===== config.mk =====
export PLATFORM = sky130hd
export DESIGN_NAME = requant_act_pipe
export DESIGN_NICKNAME = d
export VERILOG_FILES = /design/src/rtl/requant_act_pipe.sv
export SDC_FILE = /design/constraint.sdc
export NUM_CORES = 1
export LEC_CHECK = 0
export CAP_MARGIN = 25
export CORE_MARGIN = 2
export CORE_UTILIZATION = 60
export CTS_CLUSTER_DIAMETER = 100
export DETAILED_ROUTE_END_ITERATION = 10
export PLACE_DENSITY = 0.81
export SLEW_MARGIN = 0
export SYNTH_ARGS = -nofsm -noshare
export SYNTH_HDL_FRONTEND = slang
export SYNTH_SLANG_ARGS = --single-unit

===== constraint.sdc =====
create_clock -name clk -period 16.53 [get_ports clk]
set_clock_uncertainty 0.2 [all_clocks]
set_input_delay 2.4795 -clock clk [delete_from_list [all_inputs] [get_ports clk]]
set_output_delay 2.4795 -clock clk [all_outputs]
set_load 0.02 [all_outputs]

===== src/rtl/requant_act_pipe.sv =====
// Per-lane requantise + clamp activation, 2-stage valid/ready pipeline with a saturating
// count of clamped lanes for quantisation-range tuning.
module requant_act_pipe #(
  parameter int IN_W  = 20,
  parameter int OUT_W = 8,
  parameter int CH    = 4,
  parameter int SH_W  = 5,
  parameter int CNT_W = 16
) (
  input  logic                clk,
  input  logic                rst,
  input  logic [SH_W-1:0]     cfg_pre_shift,
  input  logic [IN_W-1:0]     cfg_offset,
  input  logic [SH_W-1:0]     cfg_post_shift,
  input  logic                cfg_round,
  input  logic [1:0]          cfg_mode,
  input  logic                s_valid,
  output logic                s_ready,
  input  logic [CH*IN_W-1:0]  s_data,
  output logic                m_valid,
  input  logic                m_ready,
  output logic [CH*OUT_W-1:0] m_data,
  input  logic                sat_clr,
  output logic [CNT_W-1:0]    sat_cnt
);

  localparam int T1_W = IN_W + 1;
  localparam int T2_W = IN_W + 2;
  localparam int NC_W = $clog2(CH + 1);
  localparam logic signed [T2_W-1:0] SMAX = T2_W'((1 << (OUT_W - 1)) - 1);
  localparam logic signed [T2_W-1:0] SMIN = -SMAX - T2_W'(1);
  localparam logic signed [T2_W-1:0] UMAX = T2_W'((1 << OUT_W) - 1);

  logic                     r_v1;
  logic signed [T1_W-1:0]   r_t1 [CH];
  logic [SH_W-1:0]          r_post;
  logic                     r_round;
  logic [1:0]               r_mode;
  logic                     r_m_valid;
  logic [CH*OUT_W-1:0]      r_m_data;
  logic [NC_W-1:0]          r_nclamp;
  logic [CNT_W-1:0]         r_sat_cnt;

  logic                     w_adv2;
  logic                     w_s_fire;
  logic signed [T1_W-1:0]   w_off_x;
  logic signed [T1_W-1:0]   w_lane_x [CH];
  logic signed [T1_W-1:0]   w_t1 [CH];
  logic [SH_W-1:0]          w_pm1;
  logic signed [T2_W-1:0]   w_t2x [CH];
  logic signed [T2_W-1:0]   w_sh [CH];
  logic signed [T2_W-1:0]   w_inc [CH];
  logic signed [T2_W-1:0]   w_q [CH];
  logic [OUT_W-1:0]         w_lane_o [CH];
  logic [CH-1:0]            w_clamp;
  logic [CH*OUT_W-1:0]      w_data2;
  logic [NC_W-1:0]          w_ncl;
  logic [CNT_W:0]           w_cnt_sum;

  assign w_adv2   = !r_m_valid || m_ready;
  assign s_ready  = !r_v1 || w_adv2;
  assign w_s_fire = s_valid && s_ready;
  assign m_valid  = r_m_valid;
  assign m_data   = r_m_data;
  assign sat_cnt  = r_sat_cnt;
  assign w_off_x  = {cfg_offset[IN_W-1], cfg_offset};

  always_comb begin
    for (int i = 0; i < CH; i++) begin
      w_lane_x[i] = {s_data[i*IN_W + IN_W - 1], s_data[i*IN_W +: IN_W]};
      w_t1[i]     = (w_lane_x[i] >>> cfg_pre_shift) + w_off_x;
    end
  end

  // Half-up rounding as ((t1 >>> (p-1)) + 1) >>> 1: same result as adding 2^(p-1) first,
  // but cannot overflow for any post-shift value.
  always_comb begin
    w_pm1   = r_post - SH_W'(1);
    w_clamp = '0;
    w_data2 = '0;
    w_ncl   = '0;
    for (int i = 0; i < CH; i++) begin
      w_t2x[i]    = {r_t1[i][T1_W-1], r_t1[i]};
      w_sh[i]     = w_t2x[i] >>> w_pm1;
      w_inc[i]    = w_sh[i] + T2_W'(1);
      w_q[i]      = (r_round && (r_post != '0)) ? (w_inc[i] >>> 1) : (w_t2x[i] >>> r_post);
      w_lane_o[i] = w_q[i][OUT_W-1:0];
      // ReLU zeroing of negatives is the activation itself, not a range overflow: not counted.
      case (r_mode)
        2'd0: begin
          if (w_q[i] > SMAX) begin
            w_lane_o[i] = SMAX[OUT_W-1:0];
            w_clamp[i]  = 1'b1;
          end else if (w_q[i][T2_W-1]) begin
            w_lane_o[i] = '0;
          end
        end
        2'd1: begin
          if (w_q[i] > SMAX) begin
            w_lane_o[i] = SMAX[OUT_W-1:0];
            w_clamp[i]  = 1'b1;
          end else if (w_q[i] < SMIN) begin
            w_lane_o[i] = SMIN[OUT_W-1:0];
            w_clamp[i]  = 1'b1;
          end
        end
        2'd2: begin
          if (w_q[i] > UMAX) begin
            w_lane_o[i] = UMAX[OUT_W-1:0];
            w_clamp[i]  = 1'b1;
          end else if (w_q[i][T2_W-1]) begin
            w_lane_o[i] = '0;
          end
        end
        default: ;
      endcase
      w_data2[i*OUT_W +: OUT_W] = w_lane_o[i];
      w_ncl = w_ncl + NC_W'(w_clamp[i]);
    end
  end

  assign w_cnt_sum = {1'b0, r_sat_cnt} + (CNT_W + 1)'(r_nclamp);

  always_ff @(posedge clk) begin
    if (rst) begin
      r_v1      <= 1'b0;
      r_m_valid <= 1'b0;
      r_m_data  <= '0;
      r_nclamp  <= '0;
    end else begin
      if (s_ready) r_v1 <= s_valid;
      if (w_adv2) r_m_valid <= r_v1;
      if (w_adv2 && r_v1) begin
        r_m_data <= w_data2;
        r_nclamp <= w_ncl;
      end
    end
  end

  always_ff @(posedge clk) begin
    if (w_s_fire) begin
      for (int i = 0; i < CH; i++) r_t1[i] <= w_t1[i];
      r_post  <= cfg_post_shift;
      r_round <= cfg_round;
      r_mode  <= cfg_mode;
    end
  end

  always_ff @(posedge clk) begin
    if (rst || sat_clr) begin
      r_sat_cnt <= '0;
    end else if (r_m_valid && m_ready) begin
      r_sat_cnt <= w_cnt_sum[CNT_W] ? '1 : w_cnt_sum[CNT_W-1:0];
    end
  end

endmodule


==> out/metrics.yaml, run 1 <==
placed_cells: 3543
critPathLaunchType: "flop"
period_share: 0.508
power_frac_comb: 0.569
ys_seq_area_frac: 0.156
p_sw_frac: 0.463
portBuffers: 167
synth_cell_types: 122
hold_viol_final: 0
fmax_mhz: 119
root_buffer: "clkbuf_16"
gp_congestion: 1.03
h-tree-depth: 4
pwr-share-clk: 0.187
vias: 25600
die_h_um: 206
start_util: 0.611
r2r_setup_slack_ns: 8.13
synth_area_per_cell_um2: 8.05
core_um2: 40000
design_area_um2: 26500
finalMaxSlewViolations: 0
synth-seq-cells: 145
die_x_um: 206
ant_nets: 0
postSynthCellCount: 3038
holdWs_ns: 0.251
synth_top_family_by_area: "compound AO/OA/AOI/OAI gates"
fin_cells: 3578
synth_adder_area_share: 0.0510
setup_viol: 0
antenna_cells: 0
synth_edf_count: 92
cts_buffer_depth: 2
critPathCaptureType: "flop"
postCtsSetupBuffers: 0
clock_latency_ns: 0.46
crit_path_max_fanout: 69
dpl-instance-area_um2: 25800
grt_use_total: 0.417
die-area_um2: 42400
power.switching_uw: 1000
avgViaCountPerCell: 7.16
drt-total-wl_um: 89900
seqPwrFrac: 0.244
nNetsFinal: 3254
synth_xor_area_frac: 0.0409
numClockSinks: 145
synthFlopType: "edfxtp_1"
cts_tree: "built"
grt_pass1_vias: 23300
wire_per_inst_um: 25.1
p_per_area_nw_per_um2: 81.7
cp.arrival_ns: 8.52
synth_compound_area_frac: 0.248
gr-total-overflow: 0
critPathKind: "flop to flop"
syn_area_um2: 24400
layout-drive-gt1-share: 0.114
cts-buffers-inserted: 17
hpwl_um: 67700
p_int_uw: 1160
cellLeakagePower_uw: 0.0101
drc: 0
synthArstFlopShare: 0
ys_warn_count: 0
cts-resized-gates: 0
irDropWorstVdd_mv: 0.0701
period_minus_slack_ns: 8.40
cts.clk_slew.worst_paths_ns: 0.08
cp.required_ns: 16.65
status: "complete, no violations"
grt_pass1_wl_um: 136000
synthMuxAreaShare: 0.224
rows: 73
first_pass_iters: 7
yosys.area_share.simple: 0.211
finalSetupTns_ns: 0
hold_buffers: 0
ios: 168
antenna_found_initial: 0
slew_headroom: 0.240
rsz0062_at_grt: "no"
hold_class: "flop to flop"
drv_cap: 0
syn_nets: 3252
area_growth_pct: 8.30
grt_max_degree: 90
tightest_slew_ns: 1.13
drt_iter0_drc: 3774
[layer usage]
metal	routed length (um)	track usage	vias up
met1	35600	0.567	12000
met2	38300	0.627	1792
met5	0	0	-
met3	11000	0.0941	283
li1	-	-	11600
met4	4910	0.200	0
[cell usage after synthesis (32+ instances only)]
library cell / number / share of area
nor2_1: 275 / 0.042
dfxtp_1: 53 / 0.043
o211ai_1: 51 / 0.016
inv_1: 83 / 0.013
buf_1: 32 / 0.0049
nand2_1: 355 / 0.055
edfxtp_1: 92 / 0.11
a211oi_1: 70 / 0.022
and2_1: 36 / 0.0092
mux2_2: 73 / 0.034
nor3_1: 70 / 0.014
mux2i_1: 178 / 0.073
xor2_1: 36 / 0.013
o21ai_0: 225 / 0.046
buf_2: 36 / 0.0074
xnor2_1: 73 / 0.026
nand3_1: 81 / 0.017
nand4_1: 45 / 0.012
a21oi_1: 259 / 0.053
clkbuf_1: 104 / 0.016
ha_1: 90 / 0.046
mux4_2: 93 / 0.086
[sequential cells by signal, indices dropped and copies added (netlist names)]
signal	flops
r_t1	84
m_valid	1
r_post	5
r_v1	1
r_nclamp	3
m_data	32
r_mode	2
sat_cnt	16
r_round	1
[worst paths after layout]
kind	startpoint	endpoint	depth (start not counted)
max reg2reg	r_post[0]$_DFFE_PP_	r_nclamp[1]$_SDFFE_PP0P_	22
max	r_post[0]$_DFFE_PP_	r_nclamp[1]$_SDFFE_PP0P_	22
min	m_data[19]$_SDFFE_PP0P_	m_data[19]$_SDFFE_PP0P_	2
min reg2reg	m_data[19]$_SDFFE_PP0P_	m_data[19]$_SDFFE_PP0P_	2
[per-stage QoR]
stage	total power [uW]	utilization	setup WS, ns
detailed placement	1700	0.645	8.36
global route	2260	0.662	7.69
global placement	1670	0.645	8.52
finish	2160	0.662	8.13
floorplan	1360	-	8.61
CTS	2110	0.660	8.34
[cells in the final DEF, fill, tap and decap left out, types with 11 or more instances in the layout]
| master | Yosys | final |
|---|---|---|
| o21ai_0 | 225 | 225 |
| nor2_1 | 275 | 271 |
| mux4_1 | 30 | 30 |
| clkdlybuf4s50_1 | 0 | 162 |
| xnor2_1 | 73 | 69 |
| a21boi_0 | 25 | 24 |
| or2_2 | 13 | 13 |
| o21a_1 | 29 | 29 |
| edfxtp_1 | 92 | 92 |
| a221oi_1 | 11 | 11 |
| nand3_1 | 81 | 81 |
| a21o_1 | 19 | 19 |
| nor4_1 | 18 | 18 |
| nand2_1 | 355 | 354 |
| nand4_1 | 45 | 45 |
| and2_1 | 36 | 35 |
| o211ai_1 | 51 | 51 |
| and3_1 | 27 | 27 |
| a31o_2 | 13 | 13 |
| nand2b_1 | 27 | 27 |
| a211oi_1 | 70 | 70 |
| dfxtp_1 | 53 | 53 |
| inv_1 | 83 | 82 |
| xor2_1 | 36 | 36 |
| mux2i_1 | 178 | 178 |
| mux4_2 | 93 | 93 |
| o31ai_1 | 15 | 15 |
| clkbuf_16 | 0 | 17 |
| nor3_1 | 70 | 70 |
| a31oi_1 | 31 | 31 |
| nand4b_1 | 11 | 11 |
| mux2_2 | 73 | 73 |
| a211o_1 | 11 | 11 |
| nor2b_1 | 31 | 31 |
| ha_1 | 90 | 89 |
| o22ai_1 | 19 | 19 |
| buf_4 | 22 | 45 |
| a21oi_1 | 259 | 259 |
[critical path, cell delays in order, from the launching register on]
cell,delay [ns]
edfxtp_1,0.33
buf_4,0.54
inv_1,0.54
ha_4,0.73
buf_4,0.78
and2_2,0.40
nand2_1,0.14
o311ai_0,0.56
o21a_1,0.33
nand4_1,0.26
nor3_2,0.51
a31oi_1,0.37
nor2b_1,0.20
nand4_1,0.10
nor4_1,0.56
a211oi_1,0.23
a41oi_1,0.33
fa_1,0.46
inv_1,0.07
ha_1,0.16
ha_1,0.25
nand2_1,0.08
a21oi_1,0.06
[cell type report]
cell class / count / area (um^2)
Multi-Input combinational cell: 2577 / 19000
Fill cell: 3286 / 13500
Sequential cell: 145 / 3820
Timing Repair Buffer: 215 / 2050
Tap cell: 525 / 657
Clock buffer: 18 / 429
Inverter: 84 / 315
Clock inverter: 14 / 155
[kinds of logic after synthesis]
family / after synthesis
AND/OR/NAND/NOR: 1069
adder cells (fa/ha/maj): 96
flip-flops: 145
XOR/XNOR: 111
multiplexers: 374
AO/OA/AOI/OAI: 927
buffers and inverters: 316
[power by group through the flow]
stage	sequential, uW	combinational (uW)	clock, uW
2_1_floorplan	507	853	0
3_3_place_gp	522	1150	0
3_5_place_dp	527	1170	0
4_1_cts	521	1180	407
5_1_grt	531	1310	417
6_report	527	1230	405
Power figures use the tool's default switching activity.
==> run 2, diff against run 1 <==
--- a/config.mk
+++ b/config.mk
@@ -7,10 +7,10 @@
 export LEC_CHECK = 0
 export CAP_MARGIN = 25
 export CORE_MARGIN = 2
-export CORE_UTILIZATION = 60
+export CORE_UTILIZATION = 56
 export CTS_CLUSTER_DIAMETER = 100
 export DETAILED_ROUTE_END_ITERATION = 10
-export PLACE_DENSITY = 0.81
+export PLACE_DENSITY = 0.79
 export SLEW_MARGIN = 0
 export SYNTH_ARGS = -nofsm -noshare
 export SYNTH_HDL_FRONTEND = slang
==> constraint.sdc (replaced) <==
create_clock -name clk -period 7.6 [get_ports clk]
set_clock_uncertainty 0.2 [all_clocks]
set_input_delay 1.14 -clock clk [delete_from_list [all_inputs] [get_ports clk]]
set_output_delay 1.14 -clock clk [all_outputs]
set_load 0.02 [all_outputs]
==> run 2 against run 1 <==
Compared with the run above:
- sequential share of layout area down 0.18 points
- sequential power rose by 120%
- total power rose by 120%
- sequential cell count is the same
- count of clock-buffer cells in the layout decreased by 1
- die area is 7.0% higher
- final cell count increased by 2.4%
- clock power up 120%
- routed wire length shrank 1.4%
- utilization down 3.9 points
- worst setup slack got worse by 7.2 ns
==> out/metrics.yaml, run 2 (same netlist as run 1, synthesis figures left out) <==
cts.clk_slew.worst_paths_ns: 0.08  # about the same
critPathKind: "flop to flop"
ios: 168  # unchanged
gr-total-overflow: 0  # unchanged
start_util: 0.567  # -0.0435
fmax_mhz: 149  # +26%
critPathCaptureType: "flop"
die_h_um: 213  # +3.4%
layout_common_cells: "nand2_1 (354), nor2_1 (271), a21oi_1 (259)"
rows: 76  # +4.1%
area_growth_pct: 9.69
grt_pass1_wl_um: 136000  # -0.52%
drv_cap: 0  # unchanged
placed_cells: 3629  # +2.4%
gp_congestion: 1.05  # +1.5%
crit_path_max_fanout: 14  # -80%
tightest_slew_ns: 0.996  # -0.136 ns
rsz0062_at_grt: "no"
p_sw_frac: 0.458  # -0.00581
drc: 0  # unchanged
grt_pass1_vias: 23300  # +0.047%
clock_latency_ns: 0.46  # about the same
cts-buffers-inserted: 17  # unchanged
pwr-share-clk: 0.189  # +0.002
h-tree-depth: 4  # unchanged
reg2regPathDepth: 21  # -4.5%
hold_class: "flop to flop"
finalPower_uw: 4700  # +120%
holdPathStages: 2  # unchanged
power.switching_uw: 2150  # +110%
period_minus_slack_ns: 6.69  # -1.71 ns
hold_viol_final: 0  # unchanged
cp.arrival_ns: 6.80  # -1.72 ns
first_pass_iters: 6  # -1
min_to: "m_data[15]$_SDFFE_PP0P_"
drt_iter0_drc: 3094  # -18%
finalMaxSlewViolations: 0  # unchanged
postCtsSetupBuffers: 0  # unchanged
p_int_uw: 2550  # +120%
hp-start: "m_data[15]$_SDFFE_PP0P_"
largest_register_ffs: 84  # unchanged
cts_tree: "built"
antenna_cells: 0  # unchanged
drt-total-wl_um: 88700  # -1.4%
regMostFlops: "r_t1"
design_area_um2: 26800  # +1.3%
numClockSinks: 145  # unchanged
nNetsFinal: 3280  # +0.80%
period_share: 0.881  # +0.372
core_um2: 43100  # +7.7%
r2r-start: "r_post[0]$_DFFE_PP_"
antenna_found_initial: 0  # unchanged
portBuffers: 167  # unchanged
r2r_setup_slack_ns: 0.91  # -7.22 ns
vias: 25300  # -1.3%
avgViaCountPerCell: 6.90  # -3.6%
p_per_area_nw_per_um2: 175  # +110%
irDropWorstVdd_mv: 0.124  # +76%
grt_use_total: 0.386  # -0.0309
root_buffer: "clkbuf_16"
seqPwrFrac: 0.246  # +0.002
hold_buffers: 0  # unchanged
layout-drive-gt1-share: 0.122  # +0.00780
cts-resized-gates: 0  # unchanged
slew_headroom: 0.334  # +0.0948
final_common_cell: "nand2_1"
holdWs_ns: 0.256  # +0.00490 ns
finalSetupTns_ns: 0  # unchanged
dpl-instance-area_um2: 26200  # +1.3%
hpwl_um: 68700  # +1.6%
fin_cells: 3664  # +2.4%
wire_per_inst_um: 24.2  # -3.7%
power_frac_comb: 0.566  # -0.003
ant_nets: 0  # unchanged
setup_viol: 0  # unchanged
die-area_um2: 45300  # +7.0%
critPathLaunchType: "flop"
cellLeakagePower_uw: 0.0102  # +1.5%
cts_buffer_depth: 2  # unchanged
cp.required_ns: 7.70  # -8.95 ns
r2r_end: "r_nclamp[1]$_SDFFE_PP0P_"
status: "complete, no violations"
grt_max_degree: 112  # +24%
die_x_um: 213  # +3.4%
run 2: layout make-up:
type                       instances  area (um^2)
inverter                          84          315
clock buffer                      17          425
timing repair buffer             241         2310
sequential                       145         3820
multi-input combinational       2577        19000
fill                            3787        16300
tap                              585          732
clock inverter                    15          171
run 2: worst max-delay path by stage:
stage	to	cells after the start	startpoint	slack (ns)
2_1_floorplan	r_nclamp[1]$_SDFFE_PP0P_	35	r_post[1]$_DFFE_PP_	0.04
3_3_place_gp	r_nclamp[1]$_SDFFE_PP0P_	20	r_post[0]$_DFFE_PP_	1.02
3_5_place_dp	r_nclamp[1]$_SDFFE_PP0P_	20	r_post[0]$_DFFE_PP_	0.89
4_1_cts	r_nclamp[1]$_SDFFE_PP0P_	20	r_post[0]$_DFFE_PP_	0.84
5_1_grt	r_nclamp[1]$_SDFFE_PP0P_	23	r_post[0]$_DFFE_PP_	0.55
6_report	r_nclamp[1]$_SDFFE_PP0P_	21	r_post[0]$_DFFE_PP_	0.91
run 2: metal layers:
layer / vias to the layer above / GRT usage / wire length (um)
met2: 1450 / 0.589 / 38600
met5: - / 0 / 0
met3: 240 / 0.0685 / 8360
met1: 12000 / 0.523 / 36800
li1: 11600 / - / -
met4: 0 / 0.202 / 4880
run 2: critical path, stage by stage (launching register included):
cell and delay [ns]:
edfxtp_1 0.41, inv_1 0.10, ha_4 0.25, nor3b_2 0.21, xnor2_2 0.65, nor2_1 0.25
a222oi_1 0.63, ha_1 0.29, nand3_1 0.26, nor3_2 0.43, nor2_1 0.11, a211o_1 0.27
or4_1 0.52, nor4_2 0.36, nand2_1 0.14, a41oi_1 0.37, fa_1 0.48, inv_1 0.08
ha_1 0.15, ha_1 0.22, nand2_1 0.06, a21oi_1 0.07
run 2: metrics by stage:
step / utilization / setup slack (ns)
finish: 0.622 / 0.908
CTS: 0.621 / 0.844
global route: 0.622 / 0.548
detailed placement: 0.607 / 0.887
global placement: 0.607 / 1.02
floorplan: - / 0.0371
run 2: power groups by stage:
| stage | clock [uW] | combinational (uW) | sequential, uW |
|---|---|---|---|
| floorplan | 0 | 1860 | 1100 |
| global placement | 0 | 2520 | 1150 |
| detailed placement | 0 | 2550 | 1160 |
| CTS | 895 | 2570 | 1150 |
| global route | 928 | 2850 | 1170 |
| finish | 889 | 2660 | 1160 |
